## src/rtl/ysyx_22050039_ifu_pkg.sv

```systemverilog
// Shared definitions for the instruction fetch unit: datapath widths,
// the reset fetch address, the fetch FSM state type and the queue entry.
package ysyx_22050039_ifu_pkg;

  localparam int XLEN     = 64;
  localparam int INST_LEN = 32;

  localparam logic [XLEN-1:0] RESET_PC = 64'h8000_0000;

  typedef enum logic [1:0] {
    IFU_IDLE = 2'd0,
    IFU_REQ  = 2'd1,
    IFU_WAIT = 2'd2
  } IfuState;

  // One buffered fetch: the address it came from, the word and its fault flag.
  typedef struct packed {
    logic [XLEN-1:0]     pc;
    logic [INST_LEN-1:0] inst;
    logic                err;
  } ifu_entry_t;

  // Instruction fetches are always word aligned; low two bits are dropped.
  function automatic logic [XLEN-1:0] ifu_align(input logic [XLEN-1:0] addr);
    return {addr[XLEN-1:2], 2'b00};
  endfunction

endpackage

```

## src/rtl/ysyx_22050039_ifu_if.sv

```systemverilog
// Bundle of the fetch unit's memory, redirect, decode and performance
// signals. The master modport is the fetch unit's view; slave is the
// surrounding pipeline/memory view.
interface ysyx_22050039_ifu_if;
  import ysyx_22050039_ifu_pkg::*;

  // instruction memory request / response
  logic                imem_req_valid;
  logic                imem_req_ready;
  logic [XLEN-1:0]     imem_addr;
  logic                imem_resp_valid;
  logic [INST_LEN-1:0] imem_resp_data;
  logic                imem_resp_err;

  // PC redirect from execute
  logic                redirect_valid;
  logic [XLEN-1:0]     redirect_pc;

  // decode-side queue head
  logic                inst_valid;
  logic                inst_ready;
  logic [INST_LEN-1:0] inst;
  logic [XLEN-1:0]     inst_pc;
  logic                inst_err;

  // performance counters
  logic [XLEN-1:0]     perf_fetch_cnt;
  logic [XLEN-1:0]     perf_stall_cnt;

  modport master (
    output imem_req_valid, imem_addr,
    input  imem_req_ready, imem_resp_valid, imem_resp_data, imem_resp_err,
    input  redirect_valid, redirect_pc,
    output inst_valid, inst, inst_pc, inst_err,
    input  inst_ready,
    output perf_fetch_cnt, perf_stall_cnt
  );

  modport slave (
    input  imem_req_valid, imem_addr,
    output imem_req_ready, imem_resp_valid, imem_resp_data, imem_resp_err,
    output redirect_valid, redirect_pc,
    input  inst_valid, inst, inst_pc, inst_err,
    output inst_ready,
    input  perf_fetch_cnt, perf_stall_cnt
  );

endinterface

```

## src/rtl/ysyx_22050039_ifu_queue.sv

```systemverilog
// Small FIFO of fetched instructions {pc, inst, err}. QDEPTH must be a
// power of two so the read/write pointers wrap naturally. A flush empties
// the queue in one cycle and overrides any push/pop of that cycle.
module ysyx_22050039_ifu_queue
  import ysyx_22050039_ifu_pkg::*;
#(
  parameter  int QDEPTH = 2,
  localparam int PTR_W  = (QDEPTH > 1) ? $clog2(QDEPTH) : 1,
  localparam int CNT_W  = PTR_W + 1
) (
  input  logic             i_clk,
  input  logic             i_rst_n,
  input  logic             i_flush,
  input  logic             i_push,
  input  logic             i_pop,
  input  ifu_entry_t       i_entry,
  output ifu_entry_t       o_head,
  output logic [CNT_W-1:0] o_count
);

  ifu_entry_t       r_mem [QDEPTH];
  logic [PTR_W-1:0] r_wr_ptr;
  logic [PTR_W-1:0] r_rd_ptr;
  logic [CNT_W-1:0] r_count;

  logic w_full;
  logic w_empty;
  logic w_do_push;
  logic w_do_pop;

  assign w_full    = (r_count == CNT_W'(QDEPTH));
  assign w_empty   = (r_count == '0);
  assign w_do_pop  = i_pop && !w_empty && !i_flush;
  assign w_do_push = i_push && (!w_full || w_do_pop) && !i_flush;

  // Storage: write the incoming entry at the tail slot.
  always_ff @(posedge i_clk or negedge i_rst_n) begin
    if (!i_rst_n) begin
      for (int i = 0; i < QDEPTH; i++) begin
        r_mem[i] <= '0;
      end
    end else if (w_do_push) begin
      r_mem[r_wr_ptr] <= i_entry;
    end
  end

  // Pointers and occupancy; flush returns everything to empty.
  always_ff @(posedge i_clk or negedge i_rst_n) begin
    if (!i_rst_n) begin
      r_wr_ptr <= '0;
      r_rd_ptr <= '0;
      r_count  <= '0;
    end else if (i_flush) begin
      r_wr_ptr <= '0;
      r_rd_ptr <= '0;
      r_count  <= '0;
    end else begin
      if (w_do_push) begin
        r_wr_ptr <= r_wr_ptr + PTR_W'(1);
      end
      if (w_do_pop) begin
        r_rd_ptr <= r_rd_ptr + PTR_W'(1);
      end
      unique case ({w_do_push, w_do_pop})
        2'b10:   r_count <= r_count + CNT_W'(1);
        2'b01:   r_count <= r_count - CNT_W'(1);
        default: r_count <= r_count;
      endcase
    end
  end

  assign o_head  = r_mem[r_rd_ptr];
  assign o_count = r_count;

endmodule

```

## src/rtl/ysyx_22050039_ifu.sv

```systemverilog
// Instruction fetch unit. Owns the fetch PC, keeps at most one read in
// flight to instruction memory, and buffers returned words in a small
// queue for decode. Execute-stage redirects flush the queue and mark any
// in-flight read as wrong-path so its response is discarded.
// Optional feature macro: YSYX_22050039_IFU_PERF_EN enables the fetch and
// stall performance counters; without it both counter outputs read 0.
module ysyx_22050039_ifu
  import ysyx_22050039_ifu_pkg::*;
#(
  parameter  int QDEPTH = 2,
  localparam int CNT_W  = ((QDEPTH > 1) ? $clog2(QDEPTH) : 1) + 1
) (
  input  logic                  clk,
  input  logic                  rst,
  ysyx_22050039_ifu_if.master   io
);

  IfuState          r_state;
  IfuState          w_state_nxt;
  logic [XLEN-1:0]  r_fetch_pc;
  logic [XLEN-1:0]  w_fetch_pc_nxt;
  logic [XLEN-1:0]  r_req_pc;
  logic [XLEN-1:0]  w_req_pc_nxt;
  logic             r_drop;
  logic             w_drop_nxt;

  logic [CNT_W-1:0] w_count;
  ifu_entry_t       w_head;
  ifu_entry_t       w_push_entry;

  logic             w_redirect;
  logic             w_req_valid;
  logic             w_hs;
  logic             w_resp;
  logic             w_push;
  logic             w_pop;
  logic             w_inst_valid;

  assign w_redirect   = io.redirect_valid;
  // Only ask for a new word when the queue is guaranteed room for it.
  assign w_req_valid  = (r_state == IFU_REQ) && (w_count < CNT_W'(QDEPTH));
  assign w_hs         = w_req_valid && io.imem_req_ready;
  assign w_resp       = (r_state == IFU_WAIT) && io.imem_resp_valid;
  assign w_inst_valid = (w_count != '0);
  // A redirect in the same cycle wins over both queue operations.
  assign w_push       = w_resp && !r_drop && !w_redirect;
  assign w_pop        = w_inst_valid && io.inst_ready && !w_redirect;

  assign w_push_entry = '{pc: r_req_pc, inst: io.imem_resp_data, err: io.imem_resp_err};

  // Next-state logic for the fetch FSM, fetch PC, request PC and drop flag.
  always_comb begin
    w_state_nxt    = r_state;
    w_fetch_pc_nxt = r_fetch_pc;
    w_req_pc_nxt   = r_req_pc;
    w_drop_nxt     = r_drop;

    unique case (r_state)
      IFU_IDLE: begin
        w_state_nxt = IFU_REQ;
      end
      IFU_REQ: begin
        if (w_hs) begin
          w_state_nxt    = IFU_WAIT;
          w_req_pc_nxt   = r_fetch_pc;
          w_fetch_pc_nxt = r_fetch_pc + XLEN'(4);
        end
      end
      IFU_WAIT: begin
        if (io.imem_resp_valid) begin
          w_state_nxt = IFU_REQ;
          w_drop_nxt  = 1'b0;
        end
      end
      default: begin
        w_state_nxt = IFU_IDLE;
      end
    endcase

    // A redirect always retargets the fetch PC. Any read that is, or is
    // about to be, in flight belongs to the wrong path and must be dropped
    // when its response arrives; a response arriving now is simply ignored.
    if (w_redirect) begin
      w_fetch_pc_nxt = ifu_align(io.redirect_pc);
      if ((r_state == IFU_WAIT) && !io.imem_resp_valid) begin
        w_drop_nxt = 1'b1;
      end
      if ((r_state == IFU_REQ) && w_hs) begin
        w_drop_nxt = 1'b1;
      end
    end
  end

  // Fetch FSM and PC registers.
  always_ff @(posedge clk or negedge rst) begin
    if (!rst) begin
      r_state    <= IFU_IDLE;
      r_fetch_pc <= RESET_PC;
      r_req_pc   <= '0;
      r_drop     <= 1'b0;
    end else begin
      r_state    <= w_state_nxt;
      r_fetch_pc <= w_fetch_pc_nxt;
      r_req_pc   <= w_req_pc_nxt;
      r_drop     <= w_drop_nxt;
    end
  end

  ysyx_22050039_ifu_queue #(
    .QDEPTH (QDEPTH)
  ) u_queue (
    .i_clk   (clk),
    .i_rst_n (rst),
    .i_flush (w_redirect),
    .i_push  (w_push),
    .i_pop   (w_pop),
    .i_entry (w_push_entry),
    .o_head  (w_head),
    .o_count (w_count)
  );

  assign io.imem_req_valid = w_req_valid;
  assign io.imem_addr      = r_fetch_pc;
  assign io.inst_valid     = w_inst_valid;
  assign io.inst           = w_head.inst;
  assign io.inst_pc        = w_head.pc;
  assign io.inst_err       = w_head.err;

`ifdef YSYX_22050039_IFU_PERF_EN
  logic [XLEN-1:0] r_perf_fetch;
  logic [XLEN-1:0] r_perf_stall;

  // Count accepted (non-dropped) fetches and cycles decode sees nothing.
  always_ff @(posedge clk or negedge rst) begin
    if (!rst) begin
      r_perf_fetch <= '0;
      r_perf_stall <= '0;
    end else begin
      if (w_push) begin
        r_perf_fetch <= r_perf_fetch + XLEN'(1);
      end
      if ((r_state != IFU_IDLE) && !w_inst_valid) begin
        r_perf_stall <= r_perf_stall + XLEN'(1);
      end
    end
  end

  assign io.perf_fetch_cnt = r_perf_fetch;
  assign io.perf_stall_cnt = r_perf_stall;
`else
  assign io.perf_fetch_cnt = '0;
  assign io.perf_stall_cnt = '0;
`endif

endmodule

```

## src/flat_wrapper.sv

```systemverilog
// flat-port wrapper written by rule: the top's interface ports become plain ports
module ysyx_22050039_ifu_flat import ysyx_22050039_ifu_pkg::*;
#(
  parameter  int QDEPTH = 2,
  localparam int CNT_W  = ((QDEPTH > 1) ? $clog2(QDEPTH) : 1) + 1
)
  (clk, rst, io_imem_req_valid, io_imem_addr, io_imem_req_ready, io_imem_resp_valid, io_imem_resp_data, io_imem_resp_err, io_redirect_valid, io_redirect_pc, io_inst_valid, io_inst, io_inst_pc, io_inst_err, io_inst_ready, io_perf_fetch_cnt, io_perf_stall_cnt);
  ysyx_22050039_ifu_if io_i ();
  input  logic clk;
  input  logic rst;
  output wire logic [$bits(io_i.imem_req_valid)-1:0] io_imem_req_valid;
  output wire logic [$bits(io_i.imem_addr)-1:0] io_imem_addr;
  input wire logic [$bits(io_i.imem_req_ready)-1:0] io_imem_req_ready;
  input wire logic [$bits(io_i.imem_resp_valid)-1:0] io_imem_resp_valid;
  input wire logic [$bits(io_i.imem_resp_data)-1:0] io_imem_resp_data;
  input wire logic [$bits(io_i.imem_resp_err)-1:0] io_imem_resp_err;
  input wire logic [$bits(io_i.redirect_valid)-1:0] io_redirect_valid;
  input wire logic [$bits(io_i.redirect_pc)-1:0] io_redirect_pc;
  output wire logic [$bits(io_i.inst_valid)-1:0] io_inst_valid;
  output wire logic [$bits(io_i.inst)-1:0] io_inst;
  output wire logic [$bits(io_i.inst_pc)-1:0] io_inst_pc;
  output wire logic [$bits(io_i.inst_err)-1:0] io_inst_err;
  input wire logic [$bits(io_i.inst_ready)-1:0] io_inst_ready;
  output wire logic [$bits(io_i.perf_fetch_cnt)-1:0] io_perf_fetch_cnt;
  output wire logic [$bits(io_i.perf_stall_cnt)-1:0] io_perf_stall_cnt;
  assign io_imem_req_valid = io_i.imem_req_valid;
  assign io_imem_addr = io_i.imem_addr;
  assign io_i.imem_req_ready = io_imem_req_ready;
  assign io_i.imem_resp_valid = io_imem_resp_valid;
  assign io_i.imem_resp_data = io_imem_resp_data;
  assign io_i.imem_resp_err = io_imem_resp_err;
  assign io_i.redirect_valid = io_redirect_valid;
  assign io_i.redirect_pc = io_redirect_pc;
  assign io_inst_valid = io_i.inst_valid;
  assign io_inst = io_i.inst;
  assign io_inst_pc = io_i.inst_pc;
  assign io_inst_err = io_i.inst_err;
  assign io_i.inst_ready = io_inst_ready;
  assign io_perf_fetch_cnt = io_i.perf_fetch_cnt;
  assign io_perf_stall_cnt = io_i.perf_stall_cnt;
  ysyx_22050039_ifu #(.QDEPTH(QDEPTH)) u_core (.clk(clk), .rst(rst), .io(io_i));
endmodule
```

## config.mk

```make
export PLATFORM = sky130hd
export DESIGN_NAME = ysyx_22050039_ifu_flat
export DESIGN_NICKNAME = d
export VERILOG_FILES = /design/src/rtl/ysyx_22050039_ifu_pkg.sv /design/src/rtl/ysyx_22050039_ifu_if.sv /design/src/rtl/ysyx_22050039_ifu_queue.sv /design/src/rtl/ysyx_22050039_ifu.sv /design/src/flat_wrapper.sv
export SDC_FILE = /design/constraint.sdc
export NUM_CORES = 1
export LEC_CHECK = 0
export BUFFER_PORTS_ARGS = -buffer_cell sky130_fd_sc_hd__buf_2
export CORE_MARGIN = 3
export CORE_UTILIZATION = 60
export CTS_BUF_LIST = sky130_fd_sc_hd__clkbuf_8
export CTS_CLUSTER_SIZE = 25
export DETAILED_ROUTE_END_ITERATION = 16
export GPL_ROUTABILITY_DRIVEN = 0
export GPL_TIMING_DRIVEN = 0
export PLACE_DENSITY = 0.95
export SLEW_MARGIN = 5
export SYNTH_ARGS = -nofsm -noshare
export SYNTH_HDL_FRONTEND = slang
export SYNTH_HIERARCHICAL = 1
export SYNTH_SLANG_ARGS = --single-unit
```

## constraint.sdc

```tcl
create_clock -name clk -period 6.8 [get_ports clk]
set_input_delay 1.02 -clock clk [delete_from_list [all_inputs] [get_ports clk]]
set_output_delay 1.02 -clock clk [all_outputs]
set_load 0.05 [all_outputs]
```

## Yosys cells after proc, flatten, opt, wreduce, memory -nomap -nowiden

Cells that the tools add are included.
W data, S select, Z words.

| storage, ports and cells | value |
|---|---|
| bits in registers | 329 |
| input port bits | 103 |
| output and inout bits | 291 |
| word-level logic and storage cells | 85 |

| cells by class | value |
|---|---|
| $add $sub $neg | 5 |
| magnitude comparators | 4 |
| equality and inequality tests | 7 |
| mux-type cells | 23 |
| bitwise logic cells | 2 |
| reductions and logical operators | 31 |

Operators with widths:

| cell | count |
|---|---|
| $mux W97 | 4 |
| $bwmux W194 | 1 |
| $mux W64 | 3 |
| $demux W97 S1 | 1 |
| $add A64 B3 Y64 const B | 1 |
| $logic_and A1 B1 Y1 | 14 |
| $reduce_bool A2 Y1 | 5 |
| $mux W1 | 9 |
| $eq A2 B2 Y1 const B | 3 |
| $mux W2 | 3 |
| $pmux W2 S3 | 1 |
| $reduce_and A2 Y1 | 3 |
| $logic_not A1 Y1 | 5 |
| $eq A2 B1 Y1 const B | 2 |
| $ge A2 B2 Y1 const B | 2 |
| $logic_not A2 Y1 | 2 |
| $not A1 Y2 | 2 |
| $pmux W2 S2 | 1 |
| $reduce_bool A3 Y1 | 1 |
| $add A1 B1 Y1 const B | 2 |
| $add A2 B1 Y2 const B | 1 |
| $lt A2 B1 Y1 const B | 1 |
| $lt A2 B2 Y1 const B | 1 |
| $ne A2 B1 Y1 const B | 1 |
| other kinds (3) | 3 |

## Logic depth before layout (Yosys ltp)

Gate-level depths: netlist of the first run.

| depth | value |
|---|---|
| depth after elaboration | 11 |
| depth in mapped cells | 10 |
| mapped depth without buffers | 6 |

## Hierarchy

Netlist of the first run, hierarchy kept.

By module, submodules not included:

| module | instances | cells an instance | area each (µm²) | seq. area each (µm²) |
|---|---|---|---|---|
| ysyx_22050039_ifu_queue | 1 | 542 | 8593.2 | 4954.8 |
| ysyx_22050039_ifu | 1 | 702 | 7091.8 | 3179.3 |

## Worst setup path before layout of the first run

Ideal clock, no wire load.

| timing path | value |
|---|---|
| kind | input port to flip-flop |
| from | input io_redirect_valid |
| to | register u_core/u_queue/r_mem[128] (netlist bit) |
| setup time | 0.125 ns |
| arrival time | 3.124 ns |
| data required time | 6.675 ns |
| slack | 3.551 ns |
| stages | 10 |
| buffers on the path | 5 |
| cell sequence | clkbuf_1 > clkinv_1 > clkbuf_1 > and3_1 > nor3b_1 > or4b_1 > buf_2 > buf_6 > buf_6 > mux2_4 |

| between the ends | value |
|---|---|
| longest elaborated chain between the ends | 7 |
| elaborated cells on any way between the ends | 8 |
| classes of those cells | reduce/logical: 8 |

Ends and longest elaborated chain:

| what | line | source |
|---|---|---|
| start: declaration | flat_wrapper.sv:17 | `input wire logic [$bits(io_i.redirect_valid)-1:0] io_redirect_valid;` |
| $logic_not A1 Y1 | ysyx_22050039_ifu.sv:47 | `assign w_pop = w_inst_valid && io.inst_ready && !w_redirect;` |
| $logic_and A1 B1 Y1 | ysyx_22050039_ifu.sv:47 |  |
| net u_core.w_pop | ysyx_22050039_ifu.sv:36 | `logic w_pop;` |
| $logic_and A1 B1 Y1 (2 in a row) | ysyx_22050039_ifu_queue.sv:33 | `assign w_do_pop = i_pop && !w_empty && !i_flush;` |
| $logic_or A1 B1 Y1 | ysyx_22050039_ifu_queue.sv:34 | `assign w_do_push = i_push && (!w_full \|\| w_do_pop) && !i_flush;` |
| $logic_and A1 B1 Y1 (2 in a row) | ysyx_22050039_ifu_queue.sv:34 |  |
| end signal: indexed assignment | ysyx_22050039_ifu_queue.sv:43 | `r_mem[r_wr_ptr] <= i_entry;` |
| end: declaration | ysyx_22050039_ifu_queue.sv:21 | `ifu_entry_t r_mem [QDEPTH];` |

The timed path passes the listed nets, and every way through them passes these cells.
A chain may end at the register's enable or synchronous reset.

## Worst setup path after layout of the first run

| timing path | value |
|---|---|
| from | register u_core.u_queue.r_rd_ptr |
| to | output io_inst_pc[11] |

| between the ends | value |
|---|---|
| longest elaborated chain between the ends | 4 |

Ends and longest elaborated chain:

| what | line | source |
|---|---|---|
| start: declaration | ysyx_22050039_ifu_queue.sv:23 | `logic [PTR_W-1:0] r_rd_ptr;` |
| start signal: assignment | ysyx_22050039_ifu_queue.sv:62 | `r_rd_ptr <= r_rd_ptr + PTR_W'(1);` |
| $not A1 Y2 (implied by the code) | ysyx_22050039_ifu_queue.sv:72 | `assign o_head = r_mem[r_rd_ptr];` |
| $mux W97 (implied by the code) (3 in a row) | ysyx_22050039_ifu_queue.sv:72 |  |
| end: declaration | flat_wrapper.sv:21 | `output wire logic [$bits(io_i.inst_pc)-1:0] io_inst_pc;` |

Every way passes these cells. The select of a mux whose other input is x is not followed.

==> results of run 1 <==
[through the flow]
| step | util (%) | cells | worst slack (ns) |
|---|---|---|---|
| 6_report | 74.7 | 2070 | 2.32 |
| 5_1_grt | 74.7 | 2070 | 2.20 |
| 4_1_cts | 74.7 | 2065 | 2.40 |
| 3_5_place_dp | 70.5 | 1970 | 2.19 |
| 3_3_place_gp | 70.3 | 1968 | -1.09 |
| 2_1_floorplan | - | 1377 | 3.55 |
[flip-flops by register name (all words and copies together) (netlist names)]
register                 flops
u_core/r_state               2
u_core/io.imem_addr         62
u_core/r_drop                1
u_core/u_queue/r_wr_ptr      1
u_core/u_queue/o_count       2
u_core/r_req_pc             62
u_core/u_queue/r_mem       194
u_core/u_queue/r_rd_ptr      1
[routing by layer]
metal  share of wire, %  vias to the layer above  routed length (um)  GRT usage, %
li1                   -                     5068                   -             -
met1                 39                     5772               17000          38.2
met2                 50                      636               21800          52.1
met3                7.3                      140                3220          5.85
met4                4.3                        0                1880          12.3
met5                  0                        -                   0             0
[worst max-delay path, cell delays in order, from the launching register on]
cell	delay (ns)
dfrtp_1	0.32
clkbuf_1	0.22
clkbuf_1	0.83
buf_1	0.86
mux2_2	0.45
buf_2	0.22
[where the power goes]
group / internal (W) / total (W) / leakage (nW) / switching, W
sequential: 0.00237 / 0.00271 / 4.23 / 0.000340
clock: 0.000877 / 0.00165 / 0.614 / 0.000776
combinational: 0.000815 / 0.00240 / 5.03 / 0.00159
total: 0.00407 / 0.00677 / 9.88 / 0.00270
[cell families after synthesis]
logic type | synth area share (%)
simple gates | 7.91
compound gates | 3.68
flops | 51.9
fa+ha+maj | 0.0798
xor+xnor | 2.12
other cells | 0.0239
buf+inv | 8.41
mux | 25.9
[cells in the mapped netlist, types with 14 or more instances]
library cell / count
nand3_1: 24
dfrtp_1: 324
and3_1: 14
xor2_1: 30
nand2_1: 56
o21ai_0: 51
buf_2: 16
nor2_1: 30
buf_4: 132
a31oi_1: 21
nand4_1: 32
clkbuf_1: 43
mux2_2: 334
mux2_4: 19
[area by class of cell]
class / count / area (um2)
inverters: 8 / 30.0
multi-input cells: 846 / 6730
plain buffers: 198 / 1290
repair buffers: 263 / 1370
well taps: 330 / 413
flip-flops and latches: 325 / 8130
clock inverters: 29 / 140
clock buffers: 66 / 908
fillers: 1596 / 6440
diodes: 5 / 12.5
[path summary, 6_finish.rpt]
path                       slack [ns]                                  start                                    end  cells past startpoint
max                              2.32    u_core/u_queue/r_rd_ptr$_DFFE_PN0P_                         io_inst_pc[11]                      5
min in group clk                 0.50  u_core/u_queue/r_mem[192]$_DFFE_PN0P_  u_core/u_queue/r_mem[192]$_DFFE_PN0P_                      1
min                              0.43                                    rst        u_core/r_req_pc[42]$_DFFE_PN0P_                      1
max in group asynchronous        5.32                                    rst  u_core/u_queue/r_mem[136]$_DFFE_PN0P_                      2
max reg2reg                      3.29          u_core/r_state[0]$_DFFE_PN0P_   u_core/u_queue/r_mem[77]$_DFFE_PN0P_                      8
min reg2reg                      0.50  u_core/u_queue/r_mem[192]$_DFFE_PN0P_  u_core/u_queue/r_mem[192]$_DFFE_PN0P_                      1
==> qor.csv, run 1 <==
stage,metric,value,unit
synth,netlist_area,0.0157,mm2
die,io_pins,394,
synth,synth_cell_types,50,
sta,finalSetupTns,0,ns
drt,drtAntennaViolNets,0,
pwr,powerDensity,356,mW/mm2
clock_tree,cts_made_buffers,52,
synth,ys.flop_type,dfrtp_1,
final_layout,areaGrowthSynthToFinish,21.3,%
worst_setup_path,cp_max_fo,10,
sta,max_freq,0.223,GHz
synth,synth.area.top_cells,"dfrtp_1 52%, mux2_2 24%, buf_4 6.3%, mux2_4 1.8%, xor2_1 1.7%",
die,dieArea,0.0281,mm2
drt,drt-total-wl,43900,um
placed_design,dpl_cell_area,0.0180,mm2
synth,synth.avg_cell_area,12.6,um2
pwr,total_power,0.00677,W
clock_tree,cts_root_buf,clkbuf_8,
sta,worst_pin_slew,1.06,ns
pwr,peakVddDrop,251,uV
sta,whs,0.429,ns
sta,maxSlewViolCount,0,
clock_tree,path_clk_slew,0.06,ns
clock_tree,htreeDepth,2,
sta,fin_skew,0.0260,ns
synth,synth_edf_count,0,
drt,wl_per_cell,21.2,um
synth,ys_async_sr_fraction,100,%
global_route,overflow,0,
global_route,grt_pass1_vias,12300,
sta,setup-violations-final,0,
sta,period_minus_slack,4.48,ns
sta,rsz0062_at_grt,no,
global_route,grt_max_degree,120,
clock_tree,postCtsSetupRepairBufs,0,
worst_hold_path,min_path_type,in2async,
drt,vias_per_cell,5.61,
worst_setup_path,cp.arrival,3.46,ns
die,coreArea,0.0255,mm2
final_layout,mostFrequentLayoutCells,"334 x mux2_2, 324 x dfrtp_1, 276 x buf_2, 134 x conb_1, 132 x buf_4",
final_layout,final_area,0.0190,mm2
drt,drt_iter0_drc,1026,
worst_setup_path,worstPathRequired,5.78,ns
global_route,grt_pass1_wl,67700,um
sta,max_slew_margin,29.1,%
placed_design,post-dp-hpwl,30800,um
pwr,leakage,9.88,nW
die,die_y,168,um
clock_tree,cts_resized,0,
worst_setup_path,worstSetupEndpointType,output port,
drt,drc,0,
synth,synth_top_area_cell,dfrtp_1,
run,drv_cap,0,
die,num_rows,58,
drt,firstDrtPassIters,11,
clock_tree,cts.sinks,325,
status,status,finished clean,
final_layout,final_common_cell,mux2_2,
clock_tree,cts_hold_buf,0,
synth,yosysSeqAreaShare,51.9,%
sta,finalHoldViolCount,0,
sta,min_period_over_period,65.9,%
die,die_x,168,um
worst_setup_path,path_class,reg2out,
clock_tree,tritoncts,yes,
synth,synth-seq-cells,325,
clock_tree,clk_latency,0.59,ns
synth,yosys_warnings,6,
global_route,antenna_found_initial,5,
placed_design,portBuffers,261,
clock_tree,clockBufferDepth,3,
synth,synth_top_area_share,51.7,%
synth,synth_cells,1244,
worst_setup_path,cp-start-kind,register,
final_layout,final_nets,1798,
final_layout,drive_gt1_share,49.5,%
drt,dr_total_vias,11600,
die,initial_core_util,61.6,%
global_route,grtUsageTotal,30.4,%
No activity file was read; power rests on OpenSTA's default activity.
==> run 2, diff against run 1 <==
Settings changed: CORE_UTILIZATION 60 to 55, PLACE_DENSITY 0.95 to 0.91.
Clock period 6.8 ns to 4.45 ns, I/O delays scaled along.
==> run 2 against run 1 <==
  * Combinational power increased by 52%
  * Sequential power increased by 52%
  * Global-route usage decreased by 3.0 points
  * First-iteration DRC count decreased by 10%
  * Worst setup slack got worse by 1.9 ns
  * Via count decreased by 1.0%
  * Hold slack got worse by 0.31 ns
  * Non-clock buffer count unchanged
  * Clock skew decreased by 0.0062 ns
  * Cell count increased by 2.4%
  * Design area increased by 0.96%
  * Core utilization decreased by 5.9 points
==> qor.csv, run 2 (synthesis results as in run 1) <==
stage,metric,value,unit,change
placed_design,portBuffers,261,,unchanged
worst_setup_path,worstPathRequired,3.78,ns,-2.00 ns
clock_tree,tritoncts,yes,,
worst_setup_path,cpPeakStageDelay,0.87,ns,about the same
worst_setup_path,path_class,reg2out,,
sta,maxSlewViolCount,0,,unchanged
drt,dr_total_vias,11500,,-1.0%
placed_design,post-dp-hpwl,30500,um,-0.99%
die,io_pins,394,,unchanged
sta,min_period_over_period,91.0,%,
worst_setup_path,r2r_cells,8,,unchanged
die,initial_core_util,56.1,%,-5.4 points
worst_setup_path,crit_family,buffers and inverters,,
final_layout,final_nets,1797,,-0.056%
final_layout,num-fill-cells,2008,,+26%
sta,fin_skew,0.0197,ns,-0.00624 ns
drt,drt_iter0_drc,920,,-10%
worst_setup_path,critPathBufInv,4,,unchanged
drt,drt-total-wl,43200,um,-1.5%
clock_tree,cts.sinks,325,,unchanged
die,die_y,175,um,+4.3%
sta,worst_pin_slew,1.08,ns,+0.0210 ns
worst_setup_path,worstSetupEndpointType,output port,,
global_route,grt_pass1_vias,11900,,-3.1%
clock_tree,clk_latency,0.58,ns,about the same
clock_tree,postCtsSetupRepairBufs,0,,unchanged
worst_setup_path,cp.arrival,3.38,ns,-0.08 ns
worst_setup_path,cp-start-kind,register,,
die,coreArea,0.0279,mm2,+9.7%
sta,rsz0062_at_grt,no,,
clock_tree,cts_resized,0,,unchanged
sta,finalHoldViolCount,0,,unchanged
final_layout,final_area,0.0192,mm2,+0.96%
global_route,grt_max_degree,119,,-0.83%
final_layout,areaGrowthSynthToFinish,22.5,%,
final_layout,final_common_cell,mux2_2,,
sta,setup-violations-final,0,,unchanged
global_route,overflow,0,,unchanged
worst_setup_path,crit_path_frequent_cell,clkbuf_1,,
clock_tree,htreeDepth,2,,unchanged
worst_setup_path,cp_cell_sequence,clkbuf_1 -> clkbuf_1 -> buf_1 -> mux2_2 -> buf_2,,
die,num_rows,61,,+5.2%
clock_tree,cts_made_buffers,51,,-1.9%
die,die_x,175,um,+4.3%
final_layout,top_register,u_core/u_queue/r_mem,,
pwr,leakage,9.92,nW,+0.48%
final_layout,mostFrequentLayoutCells,"334 x mux2_2, 324 x dfrtp_1, 276 x buf_2, 134 x conb_1, 132 x buf_4",,
global_route,grt_pass1_wl,66000,um,-2.6%
sta,period_minus_slack,4.05,ns,
die,dieArea,0.0306,mm2,+8.8%
sta,max_freq,0.247,GHz,
clock_tree,cts_hold_buf,0,,unchanged
final_layout,drive_gt1_share,49.6,%,+0.058 points
final_layout,largest_reg_flops,194,,unchanged
worst_setup_path,cp-startpoint,u_core/u_queue/r_rd_ptr$_DFFE_PN0P_,,
drt,drc,0,,unchanged
worst_setup_path,cp_max_fo,10,,unchanged
worst_setup_path,ff2ff_setup_slack,0.97,ns,-2.32 ns
sta,finalSetupTns,0,ns,unchanged
drt,wl_per_cell,20.4,um,-3.7%
clock_tree,cts_root_buf,clkbuf_8,,
sta,whs,0.116,ns,-0.314 ns
pwr,powerDensity,551,mW/mm2,+55%
clock_tree,clockBufferDepth,3,,unchanged
run,drv_cap,0,,unchanged
pwr,peakVddDrop,272,uV,+8.3%
final_layout,multi_input_area,0.00673,mm2,unchanged
worst_setup_path,r2r-start,u_core/r_state[0]$_DFFE_PN0P_,,
drt,firstDrtPassIters,7,,-4
status,status,finished clean,,
worst_hold_path,min_path_type,in2async,,
worst_setup_path,cpMaxStageDelayCell,buf_1,,
global_route,antenna_found_initial,7,,+2
worst_setup_path,reg2reg_to,u_core/u_queue/r_mem[77]$_DFFE_PN0P_,,
final_layout,regArea,0.00813,mm2,unchanged
drt,drtAntennaViolNets,0,,unchanged
clock_tree,path_clk_slew,0.07,ns,about the same
drt,vias_per_cell,5.42,,-3.3%
sta,max_slew_margin,27.7,%,-1.4 points
global_route,grtUsageTotal,27.4,%,-3.0 points
placed_design,dpl_cell_area,0.0180,mm2,+0.33%
final_layout,utilization,68.8,%,-5.9 points
run 2: per-layer routing:
layer,vias to the layer above,wire length (um),track usage (%)
li1,5067,-,-
met1,5690,17200,35.4
met2,604,21100,45.4
met3,132,3000,4.72
met4,2,1860,12.9
met5,-,13,0
run 2: cell type report:
| type | count | area share, % |
|---|---|---|
| Sequential cell | 325 | 42.3 |
| Timing Repair Buffer | 263 | 7.14 |
| Buffer | 198 | 6.71 |
| Multi-Input combinational cell | 846 | 35.0 |
| Clock inverter | 23 | 0.925 |
| Clock buffer | 72 | 5.16 |
| Inverter | 8 | 0.156 |
| Antenna cell | 6 | 0.0782 |
| Tap cell | 378 | 2.46 |
run 2: power by group:
group / total (W) / internal, W / switching, W
Combinational: 0.00365 / 0.00124 / 0.00240
Sequential: 0.00413 / 0.00363 / 0.000504
Clock: 0.00280 / 0.00161 / 0.00119
Total: 0.0106 / 0.00648 / 0.00410
run 2: worst max-delay path by stage:
stage | end | slack (ns) | depth (start not counted)
finish | io_inst_pc[26] | 0.40 | 5
floorplan | u_core/u_queue/r_mem[128]$_DFFE_PN0P_ | 1.55 | 10
CTS | io_inst_pc[12] | 0.36 | 5
detailed placement | u_core/u_queue/r_mem[94]$_DFFE_PN0P_ | 0.12 | 10
global placement | u_core/r_req_pc[6]$_DFFE_PN0P_ | -3.08 | 1
global route | io_inst_pc[11] | 0.24 | 5
run 2: through the flow:
stage / total power (W) / std cells / worst slack (ns)
floorplan: 0.00688 / 1377 / 1.55
detailed placement: 0.00779 / 2018 / 0.117
global placement: 0.00762 / 2016 / -3.08
CTS: 0.0106 / 2113 / 0.355
finish: 0.0106 / 2119 / 0.403
global route: 0.0110 / 2119 / 0.243
==> run 3, diff against run 2 <==
Settings changed: CELL_PAD_IN_SITES_DETAIL_PLACEMENT set to 1, CELL_PAD_IN_SITES_GLOBAL_PLACEMENT set to 2, CORE_MARGIN 3 to 4, CORE_UTILIZATION 55 to 36.
==> run 3 against run 2 <==
  * Sequential share of layout area is 0.65 points lower
  * Sequential cell count stayed put
  * Count of clock-buffer cells in the layout stayed put
  * Via count is 2.4% lower
  * Register-to-register slack worse by 0.16 ns
  * Routed wire length is 14% higher
  * Worst setup slack worse by 0.18 ns
  * Power is 1.3% higher
==> qor.csv, run 3 (synthesis results as in run 1) <==
stage,metric,value,unit,change
clock_tree,cts_made_buffers,56,,+9.8%
drt,drt_iter0_drc,594,,-35%
drt,drtAntennaViolNets,0,,unchanged
final_layout,top_register,u_core/u_queue/r_mem,,
pwr,peakVddDrop,198,uV,-27%
pwr,clkPwrFrac,27.4,%,+0.9 points
drt,dr_total_vias,11200,,-2.4%
worst_setup_path,cp-start-kind,register,,
die,coreArea,0.0431,mm2,+54%
final_layout,areaGrowthSynthToFinish,24.4,%,
drt,dr_wl_met2,24600,um,+16%
drt,firstDrtPassIters,4,,-3
sta,fin_skew,0.0396,ns,+0.0198 ns
sta,worst_pin_slew,1.19,ns,+0.105 ns
drt,vias_per_cell,4.82,,-11%
pwr,power.internal,0.00655,W,+1.0%
sta,whs,0.0651,ns,-0.0508 ns
clock_tree,tritoncts,yes,,
global_route,antenna_found_initial,5,,-2
drt,wl_per_cell,21.1,um,+3.6%
worst_setup_path,cp.arrival,3.56,ns,+0.18 ns
status,status,finished clean,,
drt,drt-total-wl,49200,um,+14%
worst_setup_path,worstPathRequired,3.78,ns,about the same
clock_tree,htreeDepth,2,,unchanged
clock_tree,path_clk_slew,0.06,ns,about the same
worst_setup_path,cp-startpoint,u_core/u_queue/r_rd_ptr$_DFFE_PN0P_,,
pwr,leakage,9.96,nW,+0.33%
die,dieArea,0.0470,mm2,+54%
final_layout,final_area,0.0195,mm2,+1.6%
worst_hold_path,min_path_type,in2async,,
pwr,total_power,0.0107,W,+1.3%
worst_setup_path,worstSetupEndpointType,output port,,
placed_design,post-dp-hpwl,36200,um,+19%
drt,wl_met1,20600,um,+19%
sta,finalHoldViolCount,0,,unchanged
pwr,powerDensity,549,mW/mm2,-0.31%
placed_design,dpl_cell_area,0.0183,mm2,+1.4%
final_layout,final_nets,1802,,+0.28%
final_layout,drive_gt1_share,49.6,%,about the same
clock_tree,cts.sinks,325,,unchanged
sta,rsz0062_at_grt,no,,
die,num_rows,76,,+25%
sta,period_minus_slack,4.23,ns,+0.181 ns
die,initial_core_util,36.4,%,-20 points
worst_setup_path,cp_max_fo,10,,unchanged
pwr,power_frac_seq,38.4,%,-0.7 points
sta,max_slew_margin,20.7,%,-7.0 points
clock_tree,cts_hold_buf,0,,unchanged
clock_tree,cts_resized,0,,unchanged
die,io_pins,394,,unchanged
clock_tree,postCtsSetupRepairBufs,0,,unchanged
sta,setup-violations-final,0,,unchanged
clock_tree,cts_root_buf,clkbuf_8,,
clock_tree,clockBufferDepth,3,,unchanged
worst_setup_path,path_class,reg2out,,
final_layout,largest_reg_flops,194,,unchanged
global_route,grt_pass1_vias,12500,,+4.8%
clock_tree,clk_latency,0.64,ns,+0.06 ns
global_route,grt_pass1_wl,74800,um,+13%
final_layout,mostFrequentLayoutCells,"334 x mux2_2, 324 x dfrtp_1, 276 x buf_2, 134 x conb_1, 132 x buf_4",,
run,drv_cap,0,,unchanged
pwr,p_sw,0.00416,W,+1.6%
placed_design,portBuffers,261,,unchanged
drt,maxUsedRoutingLayer,met5,,
pwr,power_frac_comb,34.2,%,-0.3 points
worst_setup_path,r2r-start,u_core/r_state[0]$_DFFE_PN0P_,,
die,die_y,217,um,+24%
sta,max_freq,0.236,GHz,-4.3%
global_route,grt_max_degree,117,,-1.7%
sta,min_period_over_period,95.0,%,+4.1 points
drt,wl_met3,2730,um,-9.2%
global_route,overflow,0,,unchanged
die,die_x,217,um,+24%
final_layout,final_common_cell,mux2_2,,
sta,maxSlewViolCount,0,,unchanged
global_route,grtUsageTotal,20.6,%,-6.8 points
sta,finalSetupTns,0,ns,unchanged
drt,drc,0,,unchanged
pwr,switching_share,38.9,%,+0.14 points
run 3: power by group through the flow:
| stage | logic (W) | registers [W] | clock network, W |
|---|---|---|---|
| 2_1_floorplan | 0.00271 | 0.00417 | 0 |
| 3_3_place_gp | 0.00360 | 0.00409 | 0 |
| 3_5_place_dp | 0.00368 | 0.00416 | 0 |
| 4_1_cts | 0.00370 | 0.00411 | 0.00304 |
| 5_1_grt | 0.00385 | 0.00421 | 0.00318 |
| 6_report | 0.00366 | 0.00411 | 0.00294 |
run 3: final timing paths:
path | end | slack [ns] | depth (start not counted)
worst max-delay path | io_inst[14] | 0.22 | 5
worst min-delay path | u_core/r_req_pc[42]$_DFFE_PN0P_ | 0.07 | 1
worst max register to register | u_core/u_queue/r_mem[76]$_DFFE_PN0P_ | 0.81 | 8
worst min register to register | u_core/u_queue/r_mem[39]$_DFFE_PN0P_ | 0.50 | 1
max in group asynchronous | u_core/io.imem_addr[6]$_DFFE_PN0P_ | 2.85 | 3
min in group clk | u_core/io.imem_addr[23]$_DFFE_PN0P_ | 0.24 | 3
run 3: critical path: stages (launching register included):
cell and delay, ns:
dfrtp_1 0.32, clkbuf_1 0.23, clkbuf_1 0.91, buf_1 0.79, mux2_2 0.44, buf_2 0.22
run 3: layout make-up:
type	count	area [um2]
Fill cell	4733	23600
Sequential cell	325	8130
Multi-Input combinational cell	846	6730
Timing Repair Buffer	263	1370
Buffer	198	1290
Clock buffer	72	991
Tap cell	585	732
Clock inverter	29	229
Inverter	8	30.0
Antenna cell	2	5.00
run 3: stage by stage:
step	utilization, %	cells	setup slack (ns)
finish	45.3	2328	0.221
floorplan	-	1377	1.55
detailed placement	42.5	2225	-0.0844
global route	45.3	2326	0.00818
CTS	45.3	2326	0.0203
global placement	42.3	2223	-3.35
run 3: routing by layer:
layer / global-route usage, % / vias to the layer above
li1: - / 5101
met1: 25.9 / 5722
met2: 35.5 / 313
met3: 4.50 / 74
met4: 6.91 / 8
met5: 0 / -
